File: src/rtl/mmcm_drp_pkg.sv
// rtl/mmcm_drp_pkg.sv - shared types and constants for the MMCM DRP reconfiguration controller
//
// Contents:
//   state_t            controller FSM states
//   *_REG1 / DIVCLK /  MMCM DRP register addresses used by reconfiguration sessions
//   POWER
//   DEF_*_TIMEOUT      default timeout limits in clk cycles
//   drp_merge()        read-modify-write field merge

package mmcm_drp_pkg;

    typedef enum logic [3:0] {
        IDLE,
        RD_REQ,
        RD_WAIT,
        WR_REQ,
        WR_WAIT,
        FETCH,
        RELEASE,
        LOCK_WAIT,
        ERR
    } state_t;

    localparam logic [6:0] CLKOUT0_REG1  = 7'h08;
    localparam logic [6:0] CLKOUT1_REG1  = 7'h0A;
    localparam logic [6:0] CLKFBOUT_REG1 = 7'h14;
    localparam logic [6:0] DIVCLK        = 7'h16;
    localparam logic [6:0] POWER         = 7'h28;

    localparam int DEF_DRDY_TIMEOUT = 64;
    localparam int DEF_LOCK_TIMEOUT = 65535;

    // Bits set in mask take the new value; the rest keep what was read back.
    function automatic logic [15:0] drp_merge(input logic [15:0] rd,
                                              input logic [15:0] mask,
                                              input logic [15:0] data);
        return (rd & ~mask) | (data & mask);
    endfunction

endpackage

File: src/rtl/mmcm_drp_ctrl_if.sv
// rtl/mmcm_drp_ctrl_if.sv - configuration entry handshake plus DRP request/response bus
//
// Signals:
//   cfg_valid/cfg_ready       entry handshake (transfer when both high)
//   cfg_addr/mask/data/last   entry payload
//   daddr/den/dwe/di          DRP request towards the MMCM
//   dout/drdy                 DRP response from the MMCM
// Modports:
//   master  entry source and DRP port owner (MMCM side / bench)
//   slave   the controller

interface mmcm_drp_ctrl_if;

    logic        cfg_valid;
    logic        cfg_ready;
    logic [6:0]  cfg_addr;
    logic [15:0] cfg_mask;
    logic [15:0] cfg_data;
    logic        cfg_last;

    logic [6:0]  daddr;
    logic        den;
    logic        dwe;
    logic [15:0] di;
    logic [15:0] dout;
    logic        drdy;

    modport master (
        output cfg_valid, cfg_addr, cfg_mask, cfg_data, cfg_last,
        input  cfg_ready,
        input  daddr, den, dwe, di,
        output dout, drdy
    );

    modport slave (
        input  cfg_valid, cfg_addr, cfg_mask, cfg_data, cfg_last,
        output cfg_ready,
        output daddr, den, dwe, di,
        input  dout, drdy
    );

endinterface

File: src/rtl/mmcm_drp_ctrl.sv
// rtl/mmcm_drp_ctrl.sv - MMCM dynamic reconfiguration controller (read-modify-write sessions over DRP)
//
// Ports:
//   clk       DRP clock, also the MMCM DCLK
//   rst       asynchronous active-high reset
//   bus       mmcm_drp_ctrl_if.slave: entry handshake and DRP port
//   mmcm_rst  MMCM RST, high for the whole session until release
//   locked    MMCM LOCKED (asynchronous, synchronised here)
//   busy      session active
//   done      one-cycle pulse on successful lock
//   error     sticky failure flag, cleared by the next session start
//   wr_count  entries written in the current or last session (saturating)

module mmcm_drp_ctrl
    import mmcm_drp_pkg::*;
#(
    parameter int DRDY_TIMEOUT = DEF_DRDY_TIMEOUT,
    parameter int LOCK_TIMEOUT = DEF_LOCK_TIMEOUT
) (
    input  logic                  clk,
    input  logic                  rst,
    mmcm_drp_ctrl_if.slave        bus,
    output logic                  mmcm_rst,
    input  logic                  locked,
    output logic                  busy,
    output logic                  done,
    output logic                  error,
    output logic [7:0]            wr_count
);

    // The timer counts cycles spent in a wait state starting from 0, so a
    // limit of N means the Nth waiting cycle without a response errors out.
    localparam logic [15:0] DRDY_LIMIT = 16'(DRDY_TIMEOUT - 1);
    localparam logic [15:0] LOCK_LIMIT = 16'(LOCK_TIMEOUT - 1);

    state_t      state;
    logic        cfg_ready_q;
    logic [6:0]  daddr_q;
    logic        den_q;
    logic        dwe_q;
    logic [15:0] di_q;
    logic        mmcm_rst_q;
    logic        busy_q;
    logic        done_q;
    logic        error_q;
    logic [7:0]  wr_count_q;
    logic [15:0] timer;

    logic [6:0]  addr_q;
    logic [15:0] mask_q;
    logic [15:0] data_q;
    logic        last_q;
    logic [15:0] rd_q;

    logic [1:0]  lock_sync;
    logic        locked_s;
    logic        accept;

    assign accept   = bus.cfg_valid && cfg_ready_q;
    assign locked_s = lock_sync[1];

    assign bus.cfg_ready = cfg_ready_q;
    assign bus.daddr     = daddr_q;
    assign bus.den       = den_q;
    assign bus.dwe       = dwe_q;
    assign bus.di        = di_q;
    assign mmcm_rst      = mmcm_rst_q;
    assign busy          = busy_q;
    assign done          = done_q;
    assign error         = error_q;
    assign wr_count      = wr_count_q;

    always_ff @(posedge clk or posedge rst) begin
        if (rst) begin
            lock_sync <= 2'b00;
        end else begin
            lock_sync <= {lock_sync[0], locked};
        end
    end

    always_ff @(posedge clk or posedge rst) begin
        if (rst) begin
            state       <= IDLE;
            cfg_ready_q <= 1'b0;
            daddr_q     <= '0;
            den_q       <= 1'b0;
            dwe_q       <= 1'b0;
            di_q        <= '0;
            mmcm_rst_q  <= 1'b0;
            busy_q      <= 1'b0;
            done_q      <= 1'b0;
            error_q     <= 1'b0;
            wr_count_q  <= '0;
            timer       <= '0;
            addr_q      <= '0;
            mask_q      <= '0;
            data_q      <= '0;
            last_q      <= 1'b0;
            rd_q        <= '0;
        end else begin
            // den/dwe are single-cycle strobes and done is a pulse; they are
            // re-armed only on the transitions that need them.
            den_q  <= 1'b0;
            dwe_q  <= 1'b0;
            done_q <= 1'b0;
            timer  <= timer + 16'd1;

            case (state)
                IDLE, FETCH: begin
                    cfg_ready_q <= 1'b1;
                    if (accept) begin
                        addr_q      <= bus.cfg_addr;
                        mask_q      <= bus.cfg_mask;
                        data_q      <= bus.cfg_data;
                        last_q      <= bus.cfg_last;
                        daddr_q     <= bus.cfg_addr;
                        den_q       <= 1'b1;
                        cfg_ready_q <= 1'b0;
                        state       <= RD_REQ;
                        if (state == IDLE) begin
                            error_q    <= 1'b0;
                            wr_count_q <= '0;
                            busy_q     <= 1'b1;
                            mmcm_rst_q <= 1'b1;
                        end
                    end
                end

                RD_REQ: begin
                    timer <= '0;
                    state <= RD_WAIT;
                end

                RD_WAIT: begin
                    // A response in the final allowed cycle beats the timeout.
                    if (bus.drdy) begin
                        rd_q    <= bus.dout;
                        daddr_q <= addr_q;
                        di_q    <= drp_merge(bus.dout, mask_q, data_q);
                        den_q   <= 1'b1;
                        dwe_q   <= 1'b1;
                        state   <= WR_REQ;
                    end else if (timer == DRDY_LIMIT) begin
                        error_q    <= 1'b1;
                        busy_q     <= 1'b0;
                        mmcm_rst_q <= 1'b0;
                        state      <= ERR;
                    end
                end

                WR_REQ: begin
                    timer <= '0;
                    state <= WR_WAIT;
                end

                WR_WAIT: begin
                    if (bus.drdy) begin
                        if (wr_count_q != 8'hFF) begin
                            wr_count_q <= wr_count_q + 8'd1;
                        end
                        if (last_q) begin
                            state <= RELEASE;
                        end else begin
                            cfg_ready_q <= 1'b1;
                            state       <= FETCH;
                        end
                    end else if (timer == DRDY_LIMIT) begin
                        error_q    <= 1'b1;
                        busy_q     <= 1'b0;
                        mmcm_rst_q <= 1'b0;
                        state      <= ERR;
                    end
                end

                RELEASE: begin
                    // The lock timeout is measured from the cycle RST actually drops.
                    mmcm_rst_q <= 1'b0;
                    timer      <= '0;
                    state      <= LOCK_WAIT;
                end

                LOCK_WAIT: begin
                    if (locked_s) begin
                        done_q      <= 1'b1;
                        busy_q      <= 1'b0;
                        cfg_ready_q <= 1'b1;
                        state       <= IDLE;
                    end else if (timer == LOCK_LIMIT) begin
                        error_q <= 1'b1;
                        busy_q  <= 1'b0;
                        state   <= ERR;
                    end
                end

                ERR: begin
                    cfg_ready_q <= 1'b1;
                    state       <= IDLE;
                end

                default: begin
                    state <= IDLE;
                end
            endcase
        end
    end

endmodule
File: src/flat_wrapper.sv
// flat-port wrapper written by rule: the top's interface ports become plain ports
module mmcm_drp_ctrl_flat import mmcm_drp_pkg::*;
#(
    parameter int DRDY_TIMEOUT = DEF_DRDY_TIMEOUT,
    parameter int LOCK_TIMEOUT = DEF_LOCK_TIMEOUT
)
  (clk, rst, mmcm_rst, locked, busy, done, error, wr_count, bus_cfg_valid, bus_cfg_addr, bus_cfg_mask, bus_cfg_data, bus_cfg_last, bus_cfg_ready, bus_daddr, bus_den, bus_dwe, bus_di, bus_dout, bus_drdy);
  mmcm_drp_ctrl_if bus_i ();
  input  logic clk;
  input  logic rst;
  output logic mmcm_rst;
  input  logic locked;
  output logic busy;
  output logic done;
  output logic error;
  output logic [7:0] wr_count;
  input wire logic [$bits(bus_i.cfg_valid)-1:0] bus_cfg_valid;
  input wire logic [$bits(bus_i.cfg_addr)-1:0] bus_cfg_addr;
  input wire logic [$bits(bus_i.cfg_mask)-1:0] bus_cfg_mask;
  input wire logic [$bits(bus_i.cfg_data)-1:0] bus_cfg_data;
  input wire logic [$bits(bus_i.cfg_last)-1:0] bus_cfg_last;
  output wire logic [$bits(bus_i.cfg_ready)-1:0] bus_cfg_ready;
  output wire logic [$bits(bus_i.daddr)-1:0] bus_daddr;
  output wire logic [$bits(bus_i.den)-1:0] bus_den;
  output wire logic [$bits(bus_i.dwe)-1:0] bus_dwe;
  output wire logic [$bits(bus_i.di)-1:0] bus_di;
  input wire logic [$bits(bus_i.dout)-1:0] bus_dout;
  input wire logic [$bits(bus_i.drdy)-1:0] bus_drdy;
  assign bus_i.cfg_valid = bus_cfg_valid;
  assign bus_i.cfg_addr = bus_cfg_addr;
  assign bus_i.cfg_mask = bus_cfg_mask;
  assign bus_i.cfg_data = bus_cfg_data;
  assign bus_i.cfg_last = bus_cfg_last;
  assign bus_cfg_ready = bus_i.cfg_ready;
  assign bus_daddr = bus_i.daddr;
  assign bus_den = bus_i.den;
  assign bus_dwe = bus_i.dwe;
  assign bus_di = bus_i.di;
  assign bus_i.dout = bus_dout;
  assign bus_i.drdy = bus_drdy;
  mmcm_drp_ctrl #(.DRDY_TIMEOUT(DRDY_TIMEOUT), .LOCK_TIMEOUT(LOCK_TIMEOUT)) u_core (.clk(clk), .rst(rst), .bus(bus_i), .mmcm_rst(mmcm_rst), .locked(locked), .busy(busy), .done(done), .error(error), .wr_count(wr_count));
endmodule
File: config.mk
export PLATFORM = sky130hd
export DESIGN_NAME = mmcm_drp_ctrl_flat
export DESIGN_NICKNAME = d
export VERILOG_FILES = /design/src/rtl/mmcm_drp_pkg.sv /design/src/rtl/mmcm_drp_ctrl_if.sv /design/src/rtl/mmcm_drp_ctrl.sv /design/src/flat_wrapper.sv
export SDC_FILE = /design/constraint.sdc
export NUM_CORES = 1
export LEC_CHECK = 0
export BUFFER_PORTS_ARGS = -buffer_cell sky130_fd_sc_hd__buf_2
export CAP_MARGIN = 15
export CELL_PAD_IN_SITES_DETAIL_PLACEMENT = 0
export CELL_PAD_IN_SITES_GLOBAL_PLACEMENT = 1
export CORE_MARGIN = 2
export CORE_UTILIZATION = 45
export DETAILED_ROUTE_END_ITERATION = 8
export PLACE_DENSITY = 0.82
export SYNTH_ARGS = -nofsm -noshare
export SYNTH_HDL_FRONTEND = slang
export SYNTH_SLANG_ARGS = --single-unit
File: constraint.sdc
create_clock -name clk -period 4.7 [get_ports clk]
set_input_delay 0.47 -clock clk [delete_from_list [all_inputs] [get_ports clk]]
set_output_delay 0.47 -clock clk [all_outputs]
set_load 0.03 [all_outputs]
# Word-level counts from Yosys, hierarchy flattened
# Cells that the tools add are included.
# W data, S select, Z words.
dict set report op_classes {
  n_eq_ne 23
  add_sub_neg 2
  bitwise 4
  reduce_logical 19
  muxes 43
}
# op count
set op_table {}
lappend op_table {{$and A16 B16 Y16} 2}
lappend op_table {{$mux W8} 4}
lappend op_table {{$pmux W4 S7} 1}
lappend op_table {{$mux W4} 6}
lappend op_table {{$mux W1} 21}
lappend op_table {{$add A16 B1 Y16 const B} 1}
lappend op_table {{$eq A16 B16 Y1 const B} 1}
lappend op_table {{$eq A16 B6 Y1 const B} 1}
lappend op_table {{$eq A4 B3 Y1 const B} 4}
lappend op_table {{$mux W16} 1}
lappend op_table {{$not A16 Y16} 1}
lappend op_table {{$or A16 B16 Y16} 1}
lappend op_table {{$pmux W8 S2} 1}
lappend op_table {{$mux W7} 2}
lappend op_table {{$pmux W7 S2} 1}
lappend op_table {{$ne A2 B1 Y1 const B} 6}
lappend op_table {{$ne A2 B2 Y1 const B} 5}
lappend op_table {{$reduce_and A5 Y1} 2}
lappend op_table {{$pmux W1 S3} 3}
lappend op_table {{$add A8 B1 Y8 const B} 1}
lappend op_table {{$eq A4 B2 Y1 const B} 2}
lappend op_table {{$ne A8 B8 Y1 const B} 1}
lappend op_table {{$reduce_and A7 Y1} 1}
lappend op_table {{$reduce_and A2 Y1} 3}
lappend op_table {{16 further kinds} 19}
dict set report totals {
  wordCells 108
  input_bits 61
  ff_bits 100
  output_inout_bits 38
}

# Depth between registers and ports, before layout
dict set report depth {
  word_depth 4
  mapped_depth 8
  ltp_nobuf 6
}

# Worst setup path after synthesis
# No wires, ideal clock.
dict set report synth_timing {
  path_type {flip-flop to flip-flop}
  from {reg u_core.state[0]}
  to {reg u_core.wr_count_q[2] (netlist: u_core.wr_count[2])}
  path_stages_with_launch 6
  t_required_ns 4.622
  arrival_time_ns 1.683
  setup_slack_ns 2.940
  setup_time_ns 0.078
  synth_period_minus_slack_ns 1.760
  cell_sequence {dfrtp_1 or3_1 a21o_1 buf_6 or4_1 a21boi_1}
}
dict set report synth_via {
  elab_chain_len 4
  elab_cells_between_ends 11
  cone_classes {6 x eq/ne; 1 x mux; 4 x reduce/logical}
}
# element line_no
set synth_lines {}
lappend synth_lines {{from (decl)} mmcm_drp_ctrl.sv:36} ;# state_t state;
lappend synth_lines {{from (signal assigned)} mmcm_drp_ctrl.sv:83} ;# state <= IDLE;
lappend synth_lines {{from (signal assigned)} mmcm_drp_ctrl.sv:119} ;# state <= RD_REQ;
lappend synth_lines {{from (signal assigned)} mmcm_drp_ctrl.sv:131} ;# state <= RD_WAIT;
lappend synth_lines {{$eq A4 B3 Y1 / $logic_not A4 Y1 (equally long branches)} {mmcm_drp_ctrl.sv:108, mmcm_drp_ctrl.sv:120}}
lappend synth_lines {{$reduce_or A2 Y1} mmcm_drp_ctrl.sv:108} ;# case (state)
lappend synth_lines {{$ne A2 B1 Y1 (no source line) / $reduce_bool A2 Y1 (equally long branches)} n/a}
lappend synth_lines {{$reduce_and A5 Y1 (no source line)} n/a}
lappend synth_lines {{to (signal assigned)} mmcm_drp_ctrl.sv:159} ;# wr_count_q <= wr_count_q + 8'd1;
lappend synth_lines {{to (decl)} mmcm_drp_ctrl.sv:46} ;# logic [7:0] wr_count_q;
# Several ways; a longest one is shown, not always the timed one.
# A chain may end at the register's enable or synchronous reset.

# Worst setup path after layout
dict set report layout_timing {
  from {reg u_core.state[2]}
  to {reg u_core.data_q[5]}
}
dict set report layout_via {
  elab_chain_len 3
  elab_cells_between_ends 4
  cone_classes {1 x eq/ne; 3 x reduce/logical}
}
# element line_no
set layout_lines {}
lappend layout_lines {{$eq A4 B3 Y1 / $logic_not A4 Y1 (equally long branches)} mmcm_drp_ctrl.sv:108}
lappend layout_lines {{$reduce_or A2 Y1 *} mmcm_drp_ctrl.sv:108}
lappend layout_lines {{$reduce_and A2 Y1 (no source line) *} n/a}
lappend layout_lines {{to (signal assigned)} mmcm_drp_ctrl.sv:114} ;# data_q <= bus.cfg_data;
lappend layout_lines {{to (decl)} mmcm_drp_ctrl.sv:51} ;# logic [15:0] data_q;
# Mark *: on every way between the ends. The rest lies on a longest branch, timed or not.

==> flow_metrics.py <==
metrics = {
    "outcome": {
        "outcome": "finished, final reports clean",
    },
    "worst_setup_path": {
        "worst-path-max-fanout": 41,
        "worstReg2RegEnd": "u_core.data_q[5]",
        "cp-start-kind": "flop",
        "r2r_slack_ns": 2.39,
        "crit_arrival_ns": 2.56,
        "r2r-start": "u_core.state[2]",
        "crit_type": "reg -> reg",
        "crit_path_end_kind": "flop",
        "required_ns": 4.95,
        "worst_r2r_path_depth": 4,
    },
    "logic_synthesis": {
        "synth_top_area_share_pct": 55.1,
        "synth.distinct_cells": 46,
        "synth_cells": 399,
        "ys_seq_area_share_pct": 55.1,
        "synth-main-ff-cell": "dfrtp_1",
        "synth_area_per_cell_um2": 11.4,
        "synthTopCellsByArea": "dfrtp_1 (55%), mux2_2 (9.9%), mux2i_1 (5.5%)",
        "yosys_warnings": 0,
        "syn-cell-area_um2": 4540,
        "synth_seq_cells": 100,
        "syn-num-nets": 463,
        "yosysTopAreaCell": "dfrtp_1",
        "synth_edf_count": 0,
        "async_flop_share_pct": 100,
    },
    "timing": {
        "fmaxAchievable_mhz": 433,
        "hold_violations": 0,
        "final_max_slew_viol_count": 0,
        "period_share_pct": 49.2,
        "tightestPinTransition_ns": 1.03,
        "finClkSkew_ns": 0.0158,
        "tns_ns": 0,
        "slew-limit-headroom_pct": 31.1,
        "rsz0062_at_grt": "no",
        "setup_viol": 0,
        "fin_crit_ns": 2.31,
        "worst_slack_ns": 2.39,
    },
    "placement": {
        "place_ws_ns": 2.40,
        "dpl.cell_count": 611,
        "gp_congestion": 0.768,
        "dp_hpwl_um": 6300,
        "place_area_um2": 5120,
        "portBuffers": 98,
    },
    "finish": {
        "n_fill_cell": 905,
        "final_area_um2": 5330,
        "fin_cells": 628,
        "drive_gt1_share_pct": 32.9,
        "syn_to_final_growth_pct": 17.3,
        "num-nets-final": 554,
        "num_antenna_cells": 0,
        "final_util_pct": 54.6,
    },
    "die": {
        "core_um2": 9770,
        "pin_count": 99,
        "die_h_um": 104,
        "floorplan.rows": 36,
        "die_area_um2": 10900,
        "start_util_pct": 46.5,
        "fp.dieW_um": 104,
    },
    "cts": {
        "cts_resized": 0,
        "cts.sinks": 100,
        "path_clk_slew_ns": 0.10,
        "cts_buffers": 9,
        "cts_setup_buffers": 0,
        "cts_hold_buf": 0,
        "cts_max_path_buffers": 2,
        "cts_tree": "built",
        "root_buffer": "clkbuf_8",
        "cts_max_level": 3,
        "clock_latency_ns": 0.37,
    },
    "grt": {
        "grt_pass1_vias": 3253,
        "track_usage_pct": 17.4,
        "antenna_found_initial": 0,
        "overflow": 0,
        "grt_pass1_wl_um": 15600,
        "grt_max_degree": 58,
    },
    "route": {
        "avgRoutedWirePerCell_um": 14.4,
        "drt_iter0_markers": 154,
        "drc": 0,
        "first_pass_iters": 4,
        "vias": 3254,
        "via_per_inst": 5.18,
        "drt-total-wl_um": 9030,
        "ant_nets": 0,
    },
    "power_and_ir_drop": {
        "power.leakage_nw": 2.50,
        "peakVddDrop_uv": 348,
        "p_per_area_nw_per_um2": 616,
    },
    "min_path": {
        "hold_path.class": "in -> async",
    },
    "flow_run": {
        "max-cap-violations": 0,
    },
}
state kept, by name, indices dropped and copies added (netlist names):
signal,flops
u_core.addr_q,7
u_core.bus.cfg_ready,1
u_core.bus.daddr,7
u_core.bus.den,1
u_core.bus.di,16
u_core.bus.dwe,1
u_core.busy,1
u_core.data_q,16
u_core.done,1
u_core.error,1
u_core.last_q,1
u_core.lock_sync,2
u_core.mask_q,16
u_core.mmcm_rst,1
u_core.state,4
u_core.timer,16
u_core.wr_count,8
worst max path at each step:
stage | startpoint | endpoint
2_1_floorplan | rst | u_core.addr_q[0]
3_3_place_gp | u_core.state[2] | u_core.mask_q[8]
3_5_place_dp | u_core.state[2] | u_core.data_q[1]
4_1_cts | u_core.state[2] | u_core.data_q[10]
5_1_grt | u_core.state[2] | u_core.mask_q[5]
6_report | u_core.state[2] | u_core.data_q[5]
metrics by stage:
| stage | total power [mW] | hold WS (ns) |
|---|---|---|
| final | 3.29 | 0.205 |
| after global routing | 3.53 | 0.195 |
| after CTS | 3.32 | 0.203 |
| after detailed placement | 2.77 | 0.348 |
| after global placement | 2.73 | 0.335 |
| after floorplan | 2.45 | 0.331 |
critical path: stages (launching register included):
cell     delay, ns
dfrtp_1       0.71
xnor2_1       0.17
and2_1        0.21
nand2_2       0.67
mux2_2        0.41
routing by layer:
layer	up-vias	wire length (um)	global-route usage, %
li1	1603	-	-
met3	6	643	6.45
met2	74	4140	26.7
met4	0	53	4.34
met5	-	0	0
met1	1571	4190	23.6
area by class of cell:
cell class | instances | area, um^2 | share of cell area [%]
Sequential cell | 100 | 2500 | 46.9
Clock inverter | 6 | 56.3 | 1.06
Multi-Input combinational cell | 269 | 1910 | 35.8
Inverter | 8 | 32.5 | 0.610
Clock buffer | 10 | 138 | 2.58
Timing Repair Buffer | 102 | 528 | 9.90
Tap cell | 133 | 166 | 3.12
logic make-up after synthesis:
group	Yosys count	share of synthesized area [%]
and+or+nand+nor	125	14.3
adders and majority gates	4	1.05
DFF	100	55.1
buffers and inverters	30	3.11
AOI/OAI and AO/OA	61	8.37
muxes	65	15.4
xor gates and xnor gates	14	2.70
cells in the final DEF (no fill, tap or decap), types with 3 or more instances in the layout:
| cell type | n |
|---|---|
| mux2i_1 | 25 |
| and4_1 | 4 |
| nand2_1 | 24 |
| nand3_1 | 14 |
| a21boi_1 | 3 |
| nand2b_1 | 4 |
| nand4_1 | 9 |
| buf_4 | 3 |
| buf_2 | 98 |
| o21ai_0 | 12 |
| xor2_1 | 11 |
| a21oi_1 | 23 |
| o31ai_1 | 5 |
| inv_1 | 7 |
| dfrtp_1 | 100 |
| or4_1 | 4 |
| ha_1 | 3 |
| mux2_2 | 40 |
| and3_1 | 3 |
| nor2_1 | 39 |
| nor4_1 | 6 |
| and2_1 | 7 |
| xnor2_1 | 3 |
| o211ai_1 | 3 |
| clkbuf_8 | 10 |
power breakdown:
part           leakage, nW  internal (mW)  switching (mW)  total, mW
registers             1.23           1.19           0.246       1.44
logic                 1.17          0.576           0.727       1.30
clock network       0.0969          0.219           0.324      0.542
total                 2.50           1.99            1.30       3.29
cells in the mapped netlist, types with 5 or more instances:
master	n
a21oi_1	23
and2_1	7
buf_2	11
clkbuf_1	8
dfrtp_1	100
inv_1	8
mux2_2	40
mux2i_1	25
nand2_1	25
nand3_1	14
nand4_1	9
nor2_1	39
nor4_1	6
o21ai_0	12
o31ai_1	5
xor2_1	11
Note: power is estimated with default switching activity, not from simulation.
